File: src/rtl/mips_ctrl_pkg.sv
// Shared types and constants for the multicycle MIPS main controller.
package mips_ctrl_pkg;

  // State encodings are fixed; the bench and debug tooling rely on them.
  typedef enum logic [3:0] {
    StFetch   = 4'd0,
    StDecode  = 4'd1,
    StMemAdr  = 4'd2,
    StMemRd   = 4'd3,
    StMemWb   = 4'd4,
    StMemWr   = 4'd5,
    StExecute = 4'd6,
    StAluWb   = 4'd7,
    StBranch  = 4'd8,
    StImmEx   = 4'd9,
    StImmWb   = 4'd10,
    StJump    = 4'd11
  } state_t;

  localparam logic [5:0] OP_RTYPE = 6'b000000;
  localparam logic [5:0] OP_LW    = 6'b100011;
  localparam logic [5:0] OP_SW    = 6'b101011;
  localparam logic [5:0] OP_BEQ   = 6'b000100;
  localparam logic [5:0] OP_ADDI  = 6'b001000;
  localparam logic [5:0] OP_ANDI  = 6'b001100;
  localparam logic [5:0] OP_J     = 6'b000010;

  localparam logic [1:0] ALUOP_ADD   = 2'b00;
  localparam logic [1:0] ALUOP_SUB   = 2'b01;
  localparam logic [1:0] ALUOP_FUNCT = 2'b10;
  localparam logic [1:0] ALUOP_AND   = 2'b11;

  // Raw control word decoded from state alone. pc_write and ir_write are
  // still to be qualified by the memory handshake, branch by the zero flag.
  typedef struct packed {
    logic       mem_req;
    logic       mem_write;
    logic       ir_write;
    logic       pc_write;
    logic       branch;
    logic       iord;
    logic       alu_src_a;
    logic [1:0] alu_src_b;
    logic [1:0] alu_op;
    logic [1:0] pc_src;
    logic       reg_dst;
    logic       mem_to_reg;
    logic       reg_write;
  } ctrl_t;

  // DECODE dispatch; unsupported opcodes fall back to FETCH.
  function automatic state_t decode_next(input logic [5:0] op);
    state_t nxt;
    case (op)
      OP_LW, OP_SW:     nxt = StMemAdr;
      OP_RTYPE:         nxt = StExecute;
      OP_BEQ:           nxt = StBranch;
      OP_ADDI, OP_ANDI: nxt = StImmEx;
      OP_J:             nxt = StJump;
      default:          nxt = StFetch;
    endcase
    return nxt;
  endfunction

endpackage

File: src/rtl/mips_ctrl_outdec.sv
// Combinational state -> raw control word decoder for the main controller.
module mips_ctrl_outdec
  import mips_ctrl_pkg::*;
(
  input  state_t     state_i,
  input  logic [5:0] opcode_i,
  output ctrl_t      ctrl_o
);

  // Per-state control word; anything not set stays 0, including unused encodings.
  always_comb begin
    ctrl_o = '0;
    unique case (state_i)
      StFetch: begin
        ctrl_o.mem_req   = 1'b1;
        ctrl_o.ir_write  = 1'b1;
        ctrl_o.pc_write  = 1'b1;
        ctrl_o.alu_src_b = 2'b01;
        ctrl_o.alu_op    = ALUOP_ADD;
      end
      StDecode: begin
        ctrl_o.alu_src_b = 2'b11;
        ctrl_o.alu_op    = ALUOP_ADD;
      end
      StMemAdr: begin
        ctrl_o.alu_src_a = 1'b1;
        ctrl_o.alu_src_b = 2'b10;
        ctrl_o.alu_op    = ALUOP_ADD;
      end
      StMemRd: begin
        ctrl_o.mem_req = 1'b1;
        ctrl_o.iord    = 1'b1;
      end
      StMemWb: begin
        ctrl_o.mem_to_reg = 1'b1;
        ctrl_o.reg_write  = 1'b1;
      end
      StMemWr: begin
        ctrl_o.mem_req   = 1'b1;
        ctrl_o.mem_write = 1'b1;
        ctrl_o.iord      = 1'b1;
      end
      StExecute: begin
        ctrl_o.alu_src_a = 1'b1;
        ctrl_o.alu_src_b = 2'b00;
        ctrl_o.alu_op    = ALUOP_FUNCT;
      end
      StAluWb: begin
        ctrl_o.reg_dst   = 1'b1;
        ctrl_o.reg_write = 1'b1;
      end
      StBranch: begin
        ctrl_o.alu_src_a = 1'b1;
        ctrl_o.alu_src_b = 2'b00;
        ctrl_o.alu_op    = ALUOP_SUB;
        ctrl_o.pc_src    = 2'b01;
        ctrl_o.branch    = 1'b1;
      end
      StImmEx: begin
        ctrl_o.alu_src_a = 1'b1;
        ctrl_o.alu_src_b = 2'b10;
        ctrl_o.alu_op    = (opcode_i == OP_ANDI) ? ALUOP_AND : ALUOP_ADD;
      end
      StImmWb: begin
        ctrl_o.reg_write = 1'b1;
      end
      StJump: begin
        ctrl_o.pc_src   = 2'b10;
        ctrl_o.pc_write = 1'b1;
      end
      default: ctrl_o = '0;
    endcase
  end

endmodule

File: src/rtl/mips_main_controller.sv
// Main control FSM for the multicycle MIPS datapath with a memory req/ready handshake.
module mips_main_controller
  import mips_ctrl_pkg::*;
#(
  parameter int unsigned STATE_W = 4
) (
  input  logic               clk,
  input  logic               rst_n,
  input  logic [5:0]         opcode_i,
  input  logic               zero_i,
  input  logic               mem_ready_i,
  output logic               mem_req_o,
  output logic               mem_write_o,
  output logic               ir_write_o,
  output logic               pc_en_o,
  output logic               iord_o,
  output logic               alu_src_a_o,
  output logic [1:0]         alu_src_b_o,
  output logic [1:0]         alu_op_o,
  output logic [1:0]         pc_src_o,
  output logic               reg_dst_o,
  output logic               mem_to_reg_o,
  output logic               reg_write_o,
  output logic               illegal_op_o,
  output logic [STATE_W-1:0] state_dbg_o
);

  state_t state_q, state_d;
  state_t dec_next;
  ctrl_t  ctrl;

  assign dec_next = decode_next(opcode_i);

  mips_ctrl_outdec u_outdec (
    .state_i  (state_q),
    .opcode_i (opcode_i),
    .ctrl_o   (ctrl)
  );

  // Next-state selection, including memory stalls and opcode dispatch.
  always_comb begin
    state_d = StFetch;
    unique case (state_q)
      StFetch:   state_d = mem_ready_i ? StDecode : StFetch;
      StDecode:  state_d = dec_next;
      StMemAdr:  state_d = (opcode_i == OP_LW) ? StMemRd : StMemWr;
      StMemRd:   state_d = mem_ready_i ? StMemWb : StMemRd;
      StMemWb:   state_d = StFetch;
      StMemWr:   state_d = mem_ready_i ? StFetch : StMemWr;
      StExecute: state_d = StAluWb;
      StAluWb:   state_d = StFetch;
      StBranch:  state_d = StFetch;
      StImmEx:   state_d = StImmWb;
      StImmWb:   state_d = StFetch;
      StJump:    state_d = StFetch;
      default:   state_d = StFetch;
    endcase
  end

  // State register; reset aborts any instruction in flight.
  always_ff @(posedge clk or negedge rst_n) begin
    if (!rst_n) begin
      state_q <= StFetch;
    end else begin
      state_q <= state_d;
    end
  end

  // Handshake/zero qualification; every output is held low while reset is asserted.
  always_comb begin
    mem_req_o    = ctrl.mem_req;
    mem_write_o  = ctrl.mem_write;
    // A PC load tied to a memory request waits for ready; JUMP loads unconditionally.
    ir_write_o   = ctrl.ir_write & mem_ready_i;
    pc_en_o      = (ctrl.pc_write & (~ctrl.mem_req | mem_ready_i)) | (ctrl.branch & zero_i);
    iord_o       = ctrl.iord;
    alu_src_a_o  = ctrl.alu_src_a;
    alu_src_b_o  = ctrl.alu_src_b;
    alu_op_o     = ctrl.alu_op;
    pc_src_o     = ctrl.pc_src;
    reg_dst_o    = ctrl.reg_dst;
    mem_to_reg_o = ctrl.mem_to_reg;
    reg_write_o  = ctrl.reg_write;
    // Every supported opcode dispatches away from FETCH.
    illegal_op_o = (state_q == StDecode) && (dec_next == StFetch);
    if (!rst_n) begin
      mem_req_o    = 1'b0;
      mem_write_o  = 1'b0;
      ir_write_o   = 1'b0;
      pc_en_o      = 1'b0;
      iord_o       = 1'b0;
      alu_src_a_o  = 1'b0;
      alu_src_b_o  = 2'b00;
      alu_op_o     = 2'b00;
      pc_src_o     = 2'b00;
      reg_dst_o    = 1'b0;
      mem_to_reg_o = 1'b0;
      reg_write_o  = 1'b0;
      illegal_op_o = 1'b0;
    end
  end

  assign state_dbg_o = STATE_W'(state_q);

endmodule

File: config.mk
export PLATFORM = sky130hd
export DESIGN_NAME = mips_main_controller
export DESIGN_NICKNAME = d
export VERILOG_FILES = /design/src/rtl/mips_ctrl_pkg.sv /design/src/rtl/mips_ctrl_outdec.sv /design/src/rtl/mips_main_controller.sv
export SDC_FILE = /design/constraint.sdc
export NUM_CORES = 1
export LEC_CHECK = 0
export CORE_MARGIN = 10
export CORE_UTILIZATION = 40
export DETAILED_ROUTE_END_ITERATION = 7
export GPL_TIMING_DRIVEN = 0
export PLACE_DENSITY = 0.78
export SYNTH_ARGS = -nofsm -noshare
export SYNTH_HDL_FRONTEND = slang
export SYNTH_SLANG_ARGS = --single-unit
File: constraint.sdc
create_clock -name clk -period 1.4 [get_ports clk]
set_input_delay 0.14 -clock clk [delete_from_list [all_inputs] [get_ports clk]]
set_output_delay 0.14 -clock clk [all_outputs]
set_load 0.03 [all_outputs]
==> impl_metrics.csv, run 1 <==
group,metric,value,unit
run_status,status,"did not finish",
run_status,haltStage,"global routing (5_1_grt)",
run_status,error,"[ERROR DPL-0033] detailed placement checks failed during check placement.",
grt,antenna_found_initial,0,
cts,clock_sinks,4,
sta,worstEndpointType,"output port",
synthesis,synthXorXnorAreaFrac,0.0267,
synthesis,synth_compound_area_frac,0.216,
floorplanning,die_h,60.5,um
cts,htreeDepth,1,
floorplanning,initial_core_util,0.430,
synthesis,syn_inst,91,
cts,cts_root_buf,"clkbuf_4",
floorplanning,die_w,60.5,um
placed_design,dp_slack,-1.09,ns
cts,cts_made_buffers,3,
floorplanning,fp-row-count,14,
synthesis,avgSynthCellArea,7.20,um^2
cts,clock_path_buffers,2,
placed_design,gp_congestion,0.757,
synthesis,syn-num-nets,101,
grt,grt_max_degree,11,
synthesis,yosysUniqueCellTypes,40,
synthesis,seq_area_frac_synth,0.153,
synthesis,synth-simple-area-share,0.511,
synthesis,ys_ff_latch,4,
synthesis,synth_area,656,um^2
synthesis,synthAdderAreaFrac,0,
synthesis,synth_mux_area_frac,0,
placed_design,hpwl,1.79,mm
floorplanning,io_pins,30,
sta,worst_endpoint,"pc_en_o",
synthesis,yosys_warnings,0,
placed_design,numPortBuffers,27,
synthesis,synth_top_family_by_area,"simple AND/OR/NAND/NOR gates",
[kinds of logic after synthesis]
logic type | after synthesis
flops | 4
xor+xnor | 2
compound gates | 21
simple gates | 54
buf+inv | 10
[metrics by stage]
stage / utilization / cells / hold WS, ns / setup TNS, ns / cell area [um^2]
2_1_floorplan: - / 91 / -0.156 / -0.362 / 792
3_3_place_gp: 0.710 / 134 / 0.363 / -14.51 / 1080
3_5_place_dp: 0.710 / 134 / 0.369 / -14.76 / 1080
4_1_cts: 0.854 / 149 / 0.326 / -2.80 / 1300
[timing repair]
item                                    in CTS
gates resized for setup                    145
endpoints found under the setup margin      20
buffers inserted                            11
hold endpoints to repair                     4
pin swaps                                    7
hold buffers                                 1
[synthesized netlist by cell type]
master	instances	area share
or2_2	1	0.0095
clkbuf_1	2	0.011
a311o_1	2	0.031
clkbuf_2	1	0.0076
nand4b_1	1	0.013
buf_4	1	0.011
and2_0	1	0.0095
and2_1	3	0.029
and4b_1	2	0.031
nor3_1	9	0.069
nand2_1	3	0.017
or4_1	2	0.023
buf_2	3	0.023
nor2b_1	2	0.019
o22ai_1	1	0.0095
or3b_1	2	0.027
o21ai_0	4	0.031
buf_6	2	0.034
a221o_1	1	0.015
nand3_1	1	0.0076
nor2_1	8	0.046
a211oi_1	1	0.011
nor3b_1	3	0.034
nand2b_1	9	0.086
and4bb_2	1	0.019
inv_1	1	0.0057
nor4_2	1	0.019
o21a_1	3	0.034
nor4_1	2	0.019
o211ai_1	1	0.011
or3_1	1	0.0095
a21oi_1	5	0.038
xor2_1	1	0.013
a31oi_1	1	0.0095
a21o_1	1	0.011
a221oi_1	1	0.013
dfrtp_1	4	0.15
and3b_1	1	0.013
xnor2_1	1	0.013
nand3b_1	1	0.011
==> inputs of run 2 (changes only) <==
Settings changed: CORE_AREA set to 10 10 71 73, CORE_MARGIN 10 to not set, CORE_UTILIZATION 40 to not set, DIE_AREA set to 0 0 81 83, PLACE_DENSITY 0.78 to not set, PLACE_DENSITY_LB_ADDON set to 0.15.
==> run 2 against run 1 <==
  * The flow now finishes, with violations (setup timing)
  * Synthesized area unchanged
  * Synthesized cell count unchanged
==> impl_metrics.csv, run 2 <==
group,metric,value,unit
synthesis,synth_edf_count,0,
drt,dr_wl_met3,185,um
layout,diodes,0,
cts,clock_path_buffers,2,
cts,clk_pin_slew_worst_paths,0.03,ns
synthesis,synth_area_leaders,"dfrtp_1, nand2b_1, nor3_1",
sta,min_period,1.70,ns
synthesis,synth-main-ff-cell,"dfrtp_1",
sta,worst_pin_slew,0.407,ns
drt,highest_layer,"met3",
synthesis,ys_top_cells_by_count,"nand2b_1, nor3_1, nor2_1, a21oi_1",
sta,max_freq,590,MHz
sta,skew,0.00258,ns
sta,fin_crit_sh,1.21,
cts,clock_sinks,4,
placed_design,dp_slack,-1.12,ns
power_and_ir_drop,totalPowerFinal,0.00141,W
grt,grt_max_degree,11,
synthesis,yosys_warnings,0,
drt,vias,877,
power_and_ir_drop,powerDensity,891,mW/mm^2
synthesis,synth_area,656,um^2
synthesis,synthXorXnorAreaFrac,0.0267,
grt,grtUsageTotal,0.0838,
power_and_ir_drop,ir_drop,0.262,mV
sta,slew_headroom,0.729,
layout,final_area,0.00158,mm^2
run,maxCapViolations,0,
floorplanning,die_area,0.00672,mm^2
layout,mostFrequentLayoutCells,"buf_6, buf_4, dlygate4sd2_1",
drt,remaining_drc_errors,0,
layout,largest_reg_flops,4,
drt,wl_met2,1.45,mm
run_status,status,"complete, but fails checks",
critical_path,slowest_delay,0.52,ns
hold_path,hp-class,"input pin to flop",
drt,wl,2.86,mm
sta,fin_ws,-0.295,ns
critical_path,path_max_fanout,6,
synthesis,synth_mux_area_frac,0,
synthesis,seq_area_frac_synth,0.153,
layout,nets,157,
synthesis,synth-simple-area-share,0.511,
sta,setup_viol,18,
placed_design,numPortBuffers,27,
floorplanning,io_pins,30,
sta,rsz0062_at_grt,"true",
grt,grt_pass1_vias,927,
cts,htreeDepth,1,
cts,tritoncts,"done",
grt,grt_overflow,0,
critical_path,end_kind,"output port",
sta,holdWs,0.355,ns
synthesis,ys_ff_latch,4,
floorplanning,initial_core_util,0.180,
floorplanning,die_h,83,um
placed_design,gp_congestion,0.752,
critical_path,crit_required,1.26,ns
run_status,failed_checks,"setup timing",
sta,final_hold_viol_count,0,
sta,finalMaxSlewViolations,0,
drt,viasPerCell,4.54,
cts,cts_made_buffers,3,
synthesis,synth.largest_area_cell,"dfrtp_1",
grt,grt_pass1_wl,4.62,mm
synthesis,synth_compound_area_frac,0.216,
placed_design,hpwl,1.93,mm
synthesis,ys_async_sr_fraction,1.00,
placed_design,dpl-instance-area,0.00112,mm^2
critical_path,critPathSlowestCell,"or4_4",
floorplanning,fp-row-count,22,
layout,area.growth.synth_to_final,141,%
drt,drt_iter0_markers,25,
critical_path,crit_top_cell,"buf_6",
layout,drive_above_1_share,0.614,
floorplanning,core,0.00363,mm^2
synthesis,netlist.area_leader.share,0.153,
synthesis,syn-num-nets,101,
synthesis,syn_inst,91,
drt,drt-met1-wl,1.23,mm
cts,cts_root_buf,"clkbuf_8",
critical_path,startpoint_type,"flop",
critical_path,path_cells,"buf_6 > or4_4 > a21oi_4 > buf_6",
synthesis,synth_top_family_by_area,"simple AND/OR/NAND/NOR gates",
drt,drtPass1Iterations,4,
cts,clk_latency,0.21,ns
synthesis,synthAdderAreaFrac,0,
layout,layout_commonest_cell,"buf_6",
synthesis,yosysUniqueCellTypes,40,
grt,antenna_found_initial,0,
critical_path,cp_top_family,"simple AND/OR/NAND/NOR gates",
layout,fill_cells,390,
power_and_ir_drop,power.static_leakage,0.635,nW
synthesis,avgSynthCellArea,7.20,um^2
drt,wl_per_cell,14.8,um
critical_path,worst-path-buf-inv,2,
floorplanning,die_w,81,um
drt,ant_nets,0,
critical_path,crit_type,"flop to output port",
critical_path,worst_ep_arrival_time,1.56,ns
## run 2: cell counts after synthesis
Identical to the previous run, type by type.
## run 2: per-stage QoR
step / setup TNS (ns) / cells / utilization
global placement: -15.10 / 166 / 0.309
CTS: -2.28 / 185 / 0.383
floorplan: -0.362 / 91 / -
global route: -3.33 / 193 / 0.435
finish: -2.17 / 193 / 0.435
detailed placement: -15.30 / 166 / 0.309
## run 2: layout make-up
type,instances,area [um^2],area share
multi-input cells,77,753,0.477
repair buffers,51,514,0.325
flip-flops and latches,4,105,0.0665
plain buffers,9,103,0.0649
well taps,48,60.1,0.0380
clock buffers,3,41.3,0.0261
inverters,1,3.75,0.00238
## run 2: path summary, 6_finish.rpt
kind,from,end,slack [ns],cells after the start
worst max-delay path,state_dbg_o[0]$_DFF_PN0_,pc_en_o,-0.30,4
worst min-delay path,opcode_i[3],state_dbg_o[1]$_DFF_PN0_,0.36,3
worst max register to register,state_dbg_o[1]$_DFF_PN0_,state_dbg_o[0]$_DFF_PN0_,-0.09,6
max in group asynchronous,rst_n,state_dbg_o[1]$_DFF_PN0_,0.74,2
worst min register to register,state_dbg_o[3]$_DFF_PN0_,state_dbg_o[0]$_DFF_PN0_,0.66,2
min in group asynchronous,rst_n,state_dbg_o[0]$_DFF_PN0_,0.46,2
## run 2: worst min-delay path, stage by stage
cell	delay, ns
buf_6	0.11
o21ai_2	0.12
a221o_1	0.15
## run 2: kinds of logic after synthesis
| group | Yosys count |
|---|---|
| flops | 4 |
| compound gates | 21 |
| xor+xnor | 2 |
| simple gates | 54 |
| buf+inv | 10 |
## run 2: where the power goes
group | switching (W) | internal [W]
logic | 0.000504 | 0.000509
clock network | 0.0000503 | 0.000182
registers | 0.0000272 | 0.000136
## run 2: routing by layer
metal  GRT usage  up-vias
met2       0.138       21
li1            -      443
met4      0.0141        0
met1       0.103      413
met3      0.0269        0
met5           0        -
## run 2: timing repair
| item | in CTS | in global routing |
|---|---|---|
| setup endpoints to repair | 20 | 19 |
| buffers inserted | 15 | 9 |
| endpoints found under the hold margin | 4 | 0 |
| pin swaps | 10 | 12 |
| gates cloned | 0 | 0 |
| gates resized for setup | 144 | 29 |
| hold buffers | 1 | 0 |
No activity file was read; power rests on OpenSTA's default activity.
==> inputs of run 3 (changes only) <==
Settings changed: ABC_CLOCK_PERIOD_IN_PS set to 1400, CELL_PAD_IN_SITES_DETAIL_PLACEMENT set to 1, CELL_PAD_IN_SITES_GLOBAL_PLACEMENT set to 2.
==> run 3 against run 2 <==
  * The flow still finishes with violations (setup timing)
  * Core utilization up 0.14 points
  * Combinational power barely moved
  * Die area stayed put
  * Flip-flop and latch count unchanged
  * Sequential power decreased by 4%
  * Design area increased by 0.32%
  * Fmax grew 0.11%
  * Count of clock-buffer cells in the layout stayed put
  * Non-clock buffer count grew 4
  * Largest power group unchanged
  * Highest routed layer is now met4
==> impl_metrics.csv, run 3 (synthesized netlist as in run 2, its figures left out) <==
group,metric,value,unit
drt,wl_met2,1.66,mm
floorplanning,die_w,81,um
sta,finalSetupTns,-2.29,ns
layout,layout_commonest_cell,"buf_6",
grt,grt_max_degree,11,
critical_path,rr_startpoint,"state_dbg_o[1]$_DFF_PN0_",
drt,remaining_drc_errors,0,
critical_path,crit_type,"flop to output port",
grt,grt_pass1_vias,968,
sta,fin_crit_sh,1.21,
sta,final_hold_viol_count,0,
power_and_ir_drop,powerDensity,907,mW/mm^2
critical_path,crit_top_cell,"buf_6",
power_and_ir_drop,totalPowerFinal,0.00144,W
run_status,status,"complete, but fails checks",
cts,htreeDepth,1,
sta,setup_viol,16,
placed_design,numPortBuffers,27,
drt,highest_layer,"met4",
drt,ant_nets,0,
sta,max_freq,590,MHz
drt,drtPass1Iterations,4,
hold_path,min-delay-start,"opcode_i[3]",
critical_path,startpoint_type,"flop",
sta,rsz0062_at_grt,"true",
cts,clk_pin_slew_worst_paths,0.03,ns
placed_design,hpwl,2.16,mm
drt,wl,3.25,mm
sta,min_period,1.69,ns
critical_path,critPathSlowestCell,"or4_4",
sta,skew,0.00825,ns
sta,slew_headroom,0.725,
floorplanning,fp-row-count,22,
placed_design,gp_congestion,0.709,
cts,clock_sinks,4,
grt,grt_pass1_wl,5.18,mm
cts,cts_made_buffers,3,
power_and_ir_drop,p_sw_frac,0.410,
sta,worst_pin_slew,0.413,ns
critical_path,slowest_delay,0.52,ns
drt,drt_iter0_markers,45,
hold_path,hp-class,"input pin to flop",
critical_path,crit_start,"state_dbg_o[1]$_DFF_PN0_",
power_and_ir_drop,p_int,0.000848,W
drt,dr_wl_met3,150,um
grt,grt_overflow,0,
drt,vias,935,
critical_path,end_kind,"output port",
run_status,failed_checks,"setup timing",
power_and_ir_drop,power.static_leakage,0.635,nW
floorplanning,die_area,0.00672,mm^2
power_and_ir_drop,comb_power_share,0.720,
layout,largest_reg_flops,4,
critical_path,path_cells,"buf_6 > or4_4 > a21oi_4 > buf_6",
drt,wl_per_cell,16.5,um
floorplanning,die_h,83,um
power_and_ir_drop,ir_drop,0.393,mV
drt,viasPerCell,4.75,
cts,cts_root_buf,"clkbuf_8",
cts,clk_latency,0.22,ns
cts,tritoncts,"done",
critical_path,crit_required,1.26,ns
sta,finalMaxSlewViolations,0,
floorplanning,core,0.00363,mm^2
sta,fin_ws,-0.293,ns
layout,nets,161,
grt,grtUsageTotal,0.0946,
floorplanning,io_pins,30,
drt,drt-met1-wl,1.43,mm
critical_path,path_max_fanout,3,
power_and_ir_drop,seqPwrFrac,0.109,
layout,area.growth.synth_to_final,142,%
cts,clock_path_buffers,2,
power_and_ir_drop,clockPowerShare,0.171,
floorplanning,initial_core_util,0.180,
layout,mostFrequentLayoutCells,"buf_6, buf_4, dlygate4sd2_1",
layout,drive_above_1_share,0.617,
grt,antenna_found_initial,0,
run,maxCapViolations,0,
critical_path,worst_ep_arrival_time,1.55,ns
power_and_ir_drop,power_switching,0.000590,W
layout,diodes,0,
run 3: changes by cell type in the layout (fill, tap and decap cells not counted), sizes merged:
cell           delta
buf               +5
dlygate4sd2       -2
clkdlybuf4s15     +1
run 3: worst paths after layout:
path                                       endpoint  slack [ns]  cells after the start
setup / recovery                            pc_en_o       -0.29                      4
hold / removal             state_dbg_o[1]$_DFF_PN0_        0.36                      3
setup reg to reg           state_dbg_o[0]$_DFF_PN0_       -0.10                      7
hold reg to reg            state_dbg_o[0]$_DFF_PN0_        0.67                      2
max in group asynchronous  state_dbg_o[1]$_DFF_PN0_        0.73                      2
min in group asynchronous  state_dbg_o[3]$_DFF_PN0_        0.46                      2
run 3: stage by stage:
stage | instances | area (um^2) | hold slack [ns] | util | setup slack [ns]
after CTS | 184 | 1380 | 0.386 | 0.380 | -0.327
after floorplan | 91 | 792 | -0.156 | - | -0.129
final | 197 | 1590 | 0.358 | 0.436 | -0.293
after global placement | 166 | 1120 | 0.360 | 0.309 | -1.16
after global routing | 197 | 1590 | 0.413 | 0.436 | -0.322
after detailed placement | 166 | 1120 | 0.367 | 0.309 | -1.17
run 3: final cells by class:
class | instances | area, um^2
clock buffer | 3 | 41.3
tap | 48 | 60.1
timing repair buffer | 55 | 537
inverter | 1 | 3.75
fill | 437 | 2050
buffer | 9 | 108
sequential | 4 | 105
multi-input combinational | 77 | 731
run 3: layer usage:
metal / up-vias / track usage
met5: - / 0
met4: 0 / 0.0329
met3: 2 / 0.0216
met2: 21 / 0.166
met1: 458 / 0.107
li1: 454 / -
run 3: what timing repair did:
item                                    4_1_cts  5_1_grt
hold buffers                                  1        0
gates resized for setup                     146       26
endpoints found under the setup margin       20       20
gates cloned                                  1        0
hold endpoints to repair                      4        0
buffers inserted                             13       14
pin swaps                                     9       14
run 3: power by group through the flow:
stage	Combinational (W)	Clock (W)	Sequential (W)
2_1_floorplan	0.000449	0	0.000190
5_1_grt	0.00111	0.000260	0.000160
6_report	0.00103	0.000246	0.000157
3_5_place_dp	0.000703	0	0.000164
4_1_cts	0.000890	0.000245	0.000157
3_3_place_gp	0.000704	0	0.000163
run 3: critical path, delay by kind of cell, from the launching register on:
family | cells | cell delay [ns]
flip-flops | 1 | 0.42
AO/OA/AOI/OAI | 1 | 0.13
buffers and inverters | 2 | 0.27
AND/OR/NAND/NOR | 1 | 0.52
